## src/rtl/conv_window_mem.sv

```systemverilog
// -----------------------------------------------------------------------------
// conv_window_mem
//
// Holds one NxN input matrix and one KxK filter for the convolution engine.
// Both memories are loaded through a single auto-addressed beat interface.
// A small fetch FSM then streams one KxK window of the matrix, one row per
// beat, over a valid/ready handshake. Each beat carries the matching filter row.
//
// Optional feature (compile-time macro ZERO_PAD_EN):
//   defined   - any origin is accepted; matrix elements whose row or column
//               falls outside the matrix read as 0 (filter data unaffected)
//   undefined - the window must fit entirely inside the matrix; otherwise the
//               request is rejected with a one-cycle err pulse
//
// Ports:
//   clk, rst            clock, synchronous active-high reset
//   data_w              load data word
//   ld_valid/ld_ready   load beat handshake (ld_ready = !busy)
//   ld_tgt              0 = matrix, 1 = filter
//   ld_clr              zero both load pointers and clear both full flags
//   mat_full, fil_full  every word of that memory written since the last clear
//   win_start           single-cycle request to fetch a window
//   win_row, win_col    window origin (top-left element)
//   busy                fetch in progress
//   win_valid/win_ready window beat handshake
//   win_data            matrix row slice, element j in bits [j*DW +: DW]
//   fil_data            filter row aligned with win_data
//   win_last            marks the K-th beat
//   done                one-cycle pulse after the last beat is accepted
//   err                 one-cycle pulse on a rejected origin
// -----------------------------------------------------------------------------
module conv_window_mem #(
    parameter int DW = 8,
    parameter int N  = 4,
    parameter int K  = 3,
    parameter int AW = $clog2(N)
) (
    input  logic            clk,
    input  logic            rst,
    input  logic [DW-1:0]   data_w,
    input  logic            ld_valid,
    input  logic            ld_tgt,
    input  logic            ld_clr,
    output logic            ld_ready,
    output logic            mat_full,
    output logic            fil_full,
    input  logic            win_start,
    input  logic [AW-1:0]   win_row,
    input  logic [AW-1:0]   win_col,
    output logic            busy,
    output logic            win_valid,
    input  logic            win_ready,
    output logic [K*DW-1:0] win_data,
    output logic [K*DW-1:0] fil_data,
    output logic            win_last,
    output logic            done,
    output logic            err
);

    localparam int MW  = N * N;
    localparam int FW  = K * K;
    localparam int MPW = (MW > 1) ? $clog2(MW) : 1;
    localparam int FPW = (FW > 1) ? $clog2(FW) : 1;
    localparam int RW  = (K > 1) ? $clog2(K) : 1;

    localparam logic [0:0] IDLE  = 1'b0;
    localparam logic [0:0] FETCH = 1'b1;

    logic [DW-1:0]  mat_mem [MW];
    logic [DW-1:0]  fil_mem [FW];
    logic [MPW-1:0] mat_ptr;
    logic [FPW-1:0] fil_ptr;

    logic [0:0]     state;
    logic [AW-1:0]  row0;
    logic [AW-1:0]  col0;
    logic [RW-1:0]  r;

    logic           ld_write;
    logic           origin_ok;
    logic           last_beat;

    int             sel_row;
    int             sel_col;
    int             sel_r;
    logic [K*DW-1:0] next_win;
    logic [K*DW-1:0] next_fil;

    assign busy      = (state == FETCH);
    assign ld_ready  = !busy;
    // ld_clr wins over a same-cycle beat: the beat is dropped, not written.
    assign ld_write  = ld_valid && ld_ready && !ld_clr;
    assign last_beat = (int'(r) == K - 1);

`ifdef ZERO_PAD_EN
    // Out-of-matrix elements are zero-filled, so every origin is legal.
    assign origin_ok = 1'b1;
`else
    assign origin_ok = (int'(win_row) <= N - K) && (int'(win_col) <= N - K);
`endif

    // Row that the next registered beat should carry: the first row when a
    // fetch is being launched, otherwise the row after the current one.
    always_comb begin
        sel_row = 0;
        sel_col = 0;
        sel_r   = 0;
        if (state == IDLE) begin
            sel_row = int'(win_row);
            sel_col = int'(win_col);
            sel_r   = 0;
        end else begin
            sel_r   = int'(r) + 1;
            sel_row = int'(row0) + sel_r;
            sel_col = int'(col0);
        end
    end

    // Index arithmetic is done in int so that a padded window running past
    // the matrix edge does not wrap back into the matrix. Without padding
    // the range tests are always true for an accepted origin.
    always_comb begin
        next_win = '0;
        next_fil = '0;
        for (int j = 0; j < K; j++) begin
            if (sel_row < N && (sel_col + j) < N) begin
                next_win[j*DW +: DW] = mat_mem[MPW'(sel_row * N + sel_col + j)];
            end
            if (sel_r < K) begin
                next_fil[j*DW +: DW] = fil_mem[FPW'(sel_r * K + j)];
            end
        end
    end

    always_ff @(posedge clk) begin
        if (rst) begin
            // NOTE: the memories are cleared on reset because a fetch after
            // reset must read zeros; plain storage would normally be left
            // unreset so it can map onto RAM.
            for (int i = 0; i < MW; i++) begin
                mat_mem[i] <= '0;
            end
            for (int i = 0; i < FW; i++) begin
                fil_mem[i] <= '0;
            end
            mat_ptr   <= '0;
            fil_ptr   <= '0;
            mat_full  <= 1'b0;
            fil_full  <= 1'b0;
            state     <= IDLE;
            row0      <= '0;
            col0      <= '0;
            r         <= '0;
            win_valid <= 1'b0;
            win_data  <= '0;
            fil_data  <= '0;
            win_last  <= 1'b0;
            done      <= 1'b0;
            err       <= 1'b0;
        end else begin
            done <= 1'b0;
            err  <= 1'b0;

            // ---------------- load path ----------------
            if (ld_clr) begin
                mat_ptr  <= '0;
                fil_ptr  <= '0;
                mat_full <= 1'b0;
                fil_full <= 1'b0;
            end else if (ld_write) begin
                if (!ld_tgt) begin
                    mat_mem[mat_ptr] <= data_w;
                    if (int'(mat_ptr) == MW - 1) begin
                        mat_ptr  <= '0;
                        mat_full <= 1'b1;
                    end else begin
                        mat_ptr <= mat_ptr + 1'b1;
                    end
                end else begin
                    fil_mem[fil_ptr] <= data_w;
                    if (int'(fil_ptr) == FW - 1) begin
                        fil_ptr  <= '0;
                        fil_full <= 1'b1;
                    end else begin
                        fil_ptr <= fil_ptr + 1'b1;
                    end
                end
            end

            // ---------------- window fetch ----------------
            case (state)
                IDLE: begin
                    if (win_start) begin
                        if (origin_ok) begin
                            row0      <= win_row;
                            col0      <= win_col;
                            r         <= '0;
                            win_valid <= 1'b1;
                            win_data  <= next_win;
                            fil_data  <= next_fil;
                            win_last  <= (K == 1);
                            state     <= FETCH;
                        end else begin
                            err <= 1'b1;
                        end
                    end
                end
                FETCH: begin
                    // Outputs only move on an accepted beat, so a stalled
                    // beat holds its data.
                    if (win_ready) begin
                        if (last_beat) begin
                            win_valid <= 1'b0;
                            win_last  <= 1'b0;
                            win_data  <= '0;
                            fil_data  <= '0;
                            done      <= 1'b1;
                            state     <= IDLE;
                        end else begin
                            r         <= r + 1'b1;
                            win_data  <= next_win;
                            fil_data  <= next_fil;
                            win_last  <= (int'(r) + 2 == K);
                        end
                    end
                end
                default: begin
                    state     <= IDLE;
                    win_valid <= 1'b0;
                    win_last  <= 1'b0;
                end
            endcase
        end
    end

endmodule
```

## config.mk

```make
export PLATFORM = sky130hd
export DESIGN_NAME = conv_window_mem
export DESIGN_NICKNAME = d
export VERILOG_FILES = /design/src/rtl/conv_window_mem.sv
export SDC_FILE = /design/constraint.sdc
export NUM_CORES = 1
export LEC_CHECK = 0
export ABC_AREA = 1
export ABC_CLOCK_PERIOD_IN_PS = 6500
export BUFFER_PORTS_ARGS = -buffer_cell sky130_fd_sc_hd__buf_2
export CAP_MARGIN = 5
export CORE_MARGIN = 1
export CORE_UTILIZATION = 50
export DETAILED_ROUTE_END_ITERATION = 10
export PLACE_DENSITY = 0.67
export SLEW_MARGIN = 40
export SYNTH_ARGS = -nofsm -noshare
export SYNTH_HDL_FRONTEND = slang
export SYNTH_SLANG_ARGS = --single-unit
```

## constraint.sdc

```tcl
create_clock -name clk -period 6.5 [get_ports clk]
set_input_delay 1.3 -clock clk [delete_from_list [all_inputs] [get_ports clk]]
set_output_delay 1.3 -clock clk [all_outputs]
set_load 0.05 [all_outputs]
```

Word-level counts from Yosys, hierarchy flattened
Memories as Yosys holds them, arrays and structs flattened.
Cells that the tools add are included.
- input bits: 19
- word-level logic and storage cells: 132
- output and inout port bits: 56
- bits in writable memories: 200
- flip-flop bits (word level): 69
- memories: 2
- memories (memory ; depth ; bits a word ; read ports ; clocked after memory_dff ; write ports ; line ; source):
    mat_mem ; 16 ; 8 ; 3 ; 0 ; 16 ; 69 ; logic [DW-1:0] mat_mem [MW];
    fil_mem ; 9 ; 8 ; 3 ; 0 ; 9 ; 70 ; logic [DW-1:0] fil_mem [FW];
- reductions and logical operators: 21
- multiply operators: 1
- bitwise operators: 4
- equal/unequal tests: 9
- multiplexer cells: 61
- $lt $le $gt $ge: 7
- $add $sub $neg: 13
- operators by type and width (kind ; count):
    $mux W24 ; 8
    $lt A32 B4 Y1 const B ; 3
    $pmux W24 S2 ; 2
    $mux W8 ; 8
    $add A32 B2 Y32 const B ; 1
    $add A32 B3 Y32 const B ; 1
    $lt A32 B3 Y1 const B ; 1
    $mux W1 ; 28
    $mux W4 ; 5
    $reduce_or A8 Y1 ; 2
    $reduce_and A3 Y1 ; 4
    $mux W2 ; 5
    $add A4 B1 Y4 const B ; 2
    $add A4 B2 Y4 const B ; 2
    $add A4 B3 Y4 const B ; 2
    $ne A2 B2 Y1 const B ; 4
    $reduce_and A4 Y1 ; 2
    $logic_and A1 B1 Y1 ; 6
    $pmux W1 S2 ; 3
    $reduce_or A3 Y1 ; 2
    $add A2 B3 Y4 ; 1
    $add A4 B3 Y4 ; 1
    $eq A4 B1 Y1 const B ; 1
    $eq A4 B4 Y1 const B ; 1
    other kinds (15) ; 21

Logic depth before layout (Yosys ltp)
An unclocked memory read counts as a cell.
- depth in word-level cells: 10
- mapped depth: 17
- gate-level depth less buffers: 15

Worst setup path after synthesis
Ideal clock, no wire load.
- path type: input-to-reg
- start point: input win_row[0]
- end point: register win_data[23]
- setup slack: 3.318 ns
- data arrival time: 3.050 ns
- cell stages on the path: 12
- setup time: 0.132 ns
- cells stage by stage: inv_1 > o21ai_2 > clkbuf_1 > ha_1 > clkbuf_1 > inv_1 > clkbuf_1 > nand3_1 > nand3_1 > o21ai_0 > nand2_1 > a21oi_1
- word-level cells in the longest chain between the ends: 8
- elaborated cells on any way between the ends: 16
- those cells by class: add/sub: 2; order compare: 2; eq/ne: 1; mux: 7; reduce/logical: 3; memory: 1
- RTL lines (what ; line ; source):
    start: declaration ; 48 ; input logic [AW-1:0] win_row,
    $mux W4 ; 108 ; if (state == IDLE) begin
    $add A4 B3 Y4 (2 in series) ; 127 ; next_win[j*DW +: DW] = mat_mem[MPW'(sel_row * N + sel_col + j)];
    $mem_v2 Z16 W8 ; - ;
    $mux W8 ; 126 ; if (sel_row < N && (sel_col + j) < N) begin
    $mux W24, on equally long branches ; 212, 194 ;
    $mux W24, on equally long branches ; 211, 193 ;
    $pmux W24 S2 ; 191 ; case (state)
    end signal: assignment ; 199 ; win_data <= next_win;
    end signal: assignment ; 221 ; win_data <= next_win;
    end: declaration ; 53 ; output logic [K*DW-1:0] win_data,
Several ways; a longest one is shown, not always the timed one. The select of a mux whose other input is x is not followed.
A chain may end at the register's enable or synchronous reset.

Final worst setup path
- start point: register r[0]
- end point: register fil_data[18]
- word-level cells in the longest chain between the ends: 9
- elaborated cells on any way between the ends: 13
- those cells by class: add/sub: 2; mul: 1; order compare: 1; eq/ne: 1; mux: 7; memory: 1
- RTL lines (what ; line ; source):
    start: declaration ; 77 ; logic [RW-1:0] r;
    start signal: assignment ; 220 ; r <= r + 1'b1;
    $add A2 B1 Y3 ; 113 ; sel_r = int'(r) + 1;
    $mux W3 ; 108 ;
    $mul A3 B2 Y4 ; 130 ; next_fil[j*DW +: DW] = fil_mem[FPW'(sel_r * K + j)];
    $add A4 B3 Y4 ; 130 ;
    $mem_v2 Z9 W8 ; - ;
    $mux W8 ; 129 ; if (sel_r < K) begin
    $mux W24, on equally long branches ; 212, 194 ;
    $mux W24, on equally long branches ; 211, 193 ;
    $pmux W24 S2 (*) ; 191 ;
    end signal: assignment ; 200 ; fil_data <= next_fil;
    end signal: assignment ; 222 ; fil_data <= next_fil;
    end: declaration ; 54 ; output logic [K*DW-1:0] fil_data,
Mark *: on every way between the ends. The rest lies on a longest branch, timed or not. The select of a mux whose other input is x is not followed.

==> run_results.csv <==
group,metric,value,unit
setup_path,critPathRequiredTime,6.96,ns
drt,drtIter0Drc,2115,
drt,wire_per_inst,21.65,um
finish,multi_input_area,0.007062,mm^2
logic_synthesis,synthesis.nets,2215,
logic_synthesis,ys_ff_latch,325,
timing,fin_crit_sh,62.97,%
setup_path,start_kind,"flop",
drt,wl,57620,um
floorplan,rows,67,
setup_path,cp_slowest_cell,"inv_1",
clocking,cts_tree,"built",
drt,highest_layer,"met5",
power_and_ir_drop,p_leak,8.097,nW
drt,drt_first_pass_iters,5,
clocking,clock_path_buffers,3,
clocking,cts-root-buf,"clkbuf_16",
setup_path,crit_chain,"inv_2, ha_1, nor2_4, nand2_1, o21ai_4, inv_2, ha_1, buf_4, inv_1, nand3_1, nand3_1, nand3_1, a21oi_1",
timing,final_max_slew_viol_count,0,
logic_synthesis,yosysUniqueCellTypes,43,
placed_design,hpwl,39900,um
clocking,clkLatencyLatePin,0.55,ns
clocking,postCtsResizedCells,0,
clocking,cts.sinks,325,
clocking,post-cts-setup-buffers,0,
floorplan,die_w,188.7,um
logic_synthesis,netlist_instances,2179,
finish,syn_to_final_growth,9.582,%
timing,rsz0062_at_grt,"false",
drt,met3WireLength,7907,um
setup_path,crit_top_cell,"nand3_1",
clocking,cts_buffers,36,
logic_synthesis,yosys_warnings,0,
drt,wl_met1,25660,um
clocking,cts_max_level,2,
setup_path,criticalPathCategory,"flop to flop",
setup_path,crit_path_end_kind,"flop",
floorplan,dieArea,0.03559,mm^2
timing,timing.setup.tns,0,ns
timing,setup_violations,0,
drt,dr_total_vias,15500,
floorplan,io_pins,75,
clocking,hold_buffers,0,
logic_synthesis,async_reset_ff_share,0,%
finish,nets,2223,
timing,hold_violations,0,
global_routing,grt_pass1_wl,86400,um
drt,route.detailed.drc,0,
run,cap_violations,0,
global_routing,grt_overflow_total,0,
logic_synthesis,synth_flop_cell,"edfxtp_1",
global_routing,grt_pass1_vias,13960,
placed_design,port_buffers,74,
finish,antenna_cells,0,
drt,wl_met2,22700,um
logic_synthesis,avgSynthCellArea,7.994,um^2
timing,slew_headroom,45.31,%
timing,tightestPinTransition,0.8174,ns
drt,drt.antenna.violating_nets,0,
timing,fin_skew,0.02130,ns
power_and_ir_drop,max-vdd-ir-drop,0.1612,mV
setup_path,r2r_setup_slack,2.41,ns
clocking,cts.reportedPaths.clkPinSlew,0.06,ns
timing,max_clock_freq,0.2443,GHz
placed_design,gp_congestion,0.9856,
setup_path,worst_ep_arrival_time,4.55,ns
global_routing,grt_max_degree,98,
floorplan,initial_core_util,51.43,%
finish,seq_area,0.009070,mm^2
logic_synthesis,synth_edf_count,256,
power_and_ir_drop,power.density,267.2,mW/mm^2
min_path,hold_path_class,"flop to flop",
floorplan,fp.coreArea,0.03387,mm^2
logic_synthesis,yosysSeqAreaShare,52.06,%
timing,hold-worst-slack,0.4582,ns
finish,fillCellCount,3212,
finish,drive_gt1_share,9.350,%
setup_path,path_max_fanout,27,
run_status,status,"complete, no violations",
global_routing,grt_antenna_before_repair,4,
drt,via_per_inst,5.824,
floorplan,die_height,188.7,um
timing,fin_crit,4.093,ns
setup_path,slowest_delay,0.48,ns
power_and_ir_drop,power.total,5.101,mW
logic_synthesis,synthesis.area,0.01742,mm^2
global_routing,track_usage,32.47,%
-- placed cells by master, fill, tap and decap left out, types with 5 or more instances in the layout --
cell type,synthesis,final
inv_1,174,172
ha_1,16,16
nor2_1,257,255
nor3_1,7,7
clkbuf_1,59,6
clkbuf_16,0,36
o21ai_0,94,94
nand3_1,410,410
edfxtp_1,256,256
nand2_2,19,19
nand3b_1,15,15
nand2_4,2,5
a21oi_1,82,82
inv_2,7,8
nand2_1,592,589
o211ai_1,11,11
nor2_4,5,6
dfxtp_1,69,68
buf_4,8,23
clkinv_1,9,15
clkinv_2,0,8
buf_2,51,74
-- through the flow --
step                utilization [%]  worst slack, ns  area, um^2  cells
floorplan                         -            3.318       17420   2179
global placement              52.97            2.154       17940   2597
detailed placement            53.03            2.064       17960   2597
CTS                           56.35            2.546       19080   2662
global route                  56.36            2.241       19090   2662
finish                        56.36            2.407       19090   2662
-- cells by family (layout without fill, tap and decap cells) --
family,count (synthesis),after routing,synth area share (%)
XOR/XNOR,4,4,0.2873
AO/OA/AOI/OAI,197,197,6.120
flip-flops,325,325,52.06
adder cells (fa/ha/maj),17,17,1.264
AND/OR/NAND/NOR,1318,1318,32.64
buffers and inverters,318,353,7.628
-- registers in the layout, summed over array words and instances (netlist names) --
| register | count |
|---|---|
| mat_mem | 128 |
| win_valid | 1 |
| fil_mem | 128 |
| fil_full | 1 |
| r | 2 |
| mat_full | 1 |
| busy | 1 |
| fil_data | 24 |
| fil_ptr | 4 |
| mat_ptr | 4 |
| err | 1 |
| row0 | 2 |
| col0 | 2 |
| win_last | 1 |
| done | 1 |
| win_data | 24 |
-- routing by layer --
metal,vias to the layer above,global-route usage [%]
met5,-,1.374
met4,8,8.065
met3,89,10.86
met2,919,42.89
met1,7268,50.02
li1,7219,-
-- where the power goes --
group | internal (mW) | switching (mW)
Clock | 1.11 | 0.871
Combinational | 0.188 | 0.570
Sequential | 2.30 | 0.0560
Total | 3.60 | 1.50
-- critical path, delay by kind of cell (launching register included) --
kind	cells	cell delay, ns
buf+inv	4	1.30
simple gates	5	1.13
compound gates	2	0.52
flops	1	0.35
fa+ha+maj	2	0.68
-- synthesized netlist by cell type, types with 3 or more instances --
| library cell | count | share of area (%) |
|---|---|---|
| nand2_1 | 592 | 13 |
| nand3_1 | 410 | 12 |
| nor2_1 | 257 | 5.5 |
| edfxtp_1 | 256 | 44 |
| inv_1 | 174 | 3.7 |
| o21ai_0 | 94 | 2.7 |
| a21oi_1 | 82 | 2.4 |
| dfxtp_1 | 69 | 7.9 |
| clkbuf_1 | 59 | 1.3 |
| buf_2 | 51 | 1.5 |
| nand2_2 | 19 | 0.68 |
| ha_1 | 16 | 1.1 |
| nand3b_1 | 15 | 0.65 |
| o211ai_1 | 11 | 0.47 |
| clkinv_1 | 9 | 0.19 |
| buf_4 | 8 | 0.34 |
| inv_2 | 7 | 0.15 |
| nor3_1 | 7 | 0.20 |
| buf_1 | 5 | 0.11 |
| nor2_4 | 5 | 0.32 |
| buf_6 | 3 | 0.19 |
-- final timing paths --
check / endpoint / cells after the start / start
hold reg to reg: fil_data[12] / 2 / fil_data[12]
hold / removal: fil_data[12] / 2 / fil_data[12]
setup reg to reg: fil_data[18] / 13 / r[0]
setup / recovery: fil_data[18] / 13 / r[0]
-- area by class of cell --
class / count / share of cell area (%)
Clock buffer: 43 / 4.877
Clock inverter: 22 / 1.023
Inverter: 191 / 3.808
Multi-Input combinational cell: 1536 / 37.00
Sequential cell: 325 / 47.52
Tap cell: 448 / 2.937
Timing Repair Buffer: 97 / 2.845
Note: power is estimated with default switching activity, not from simulation.
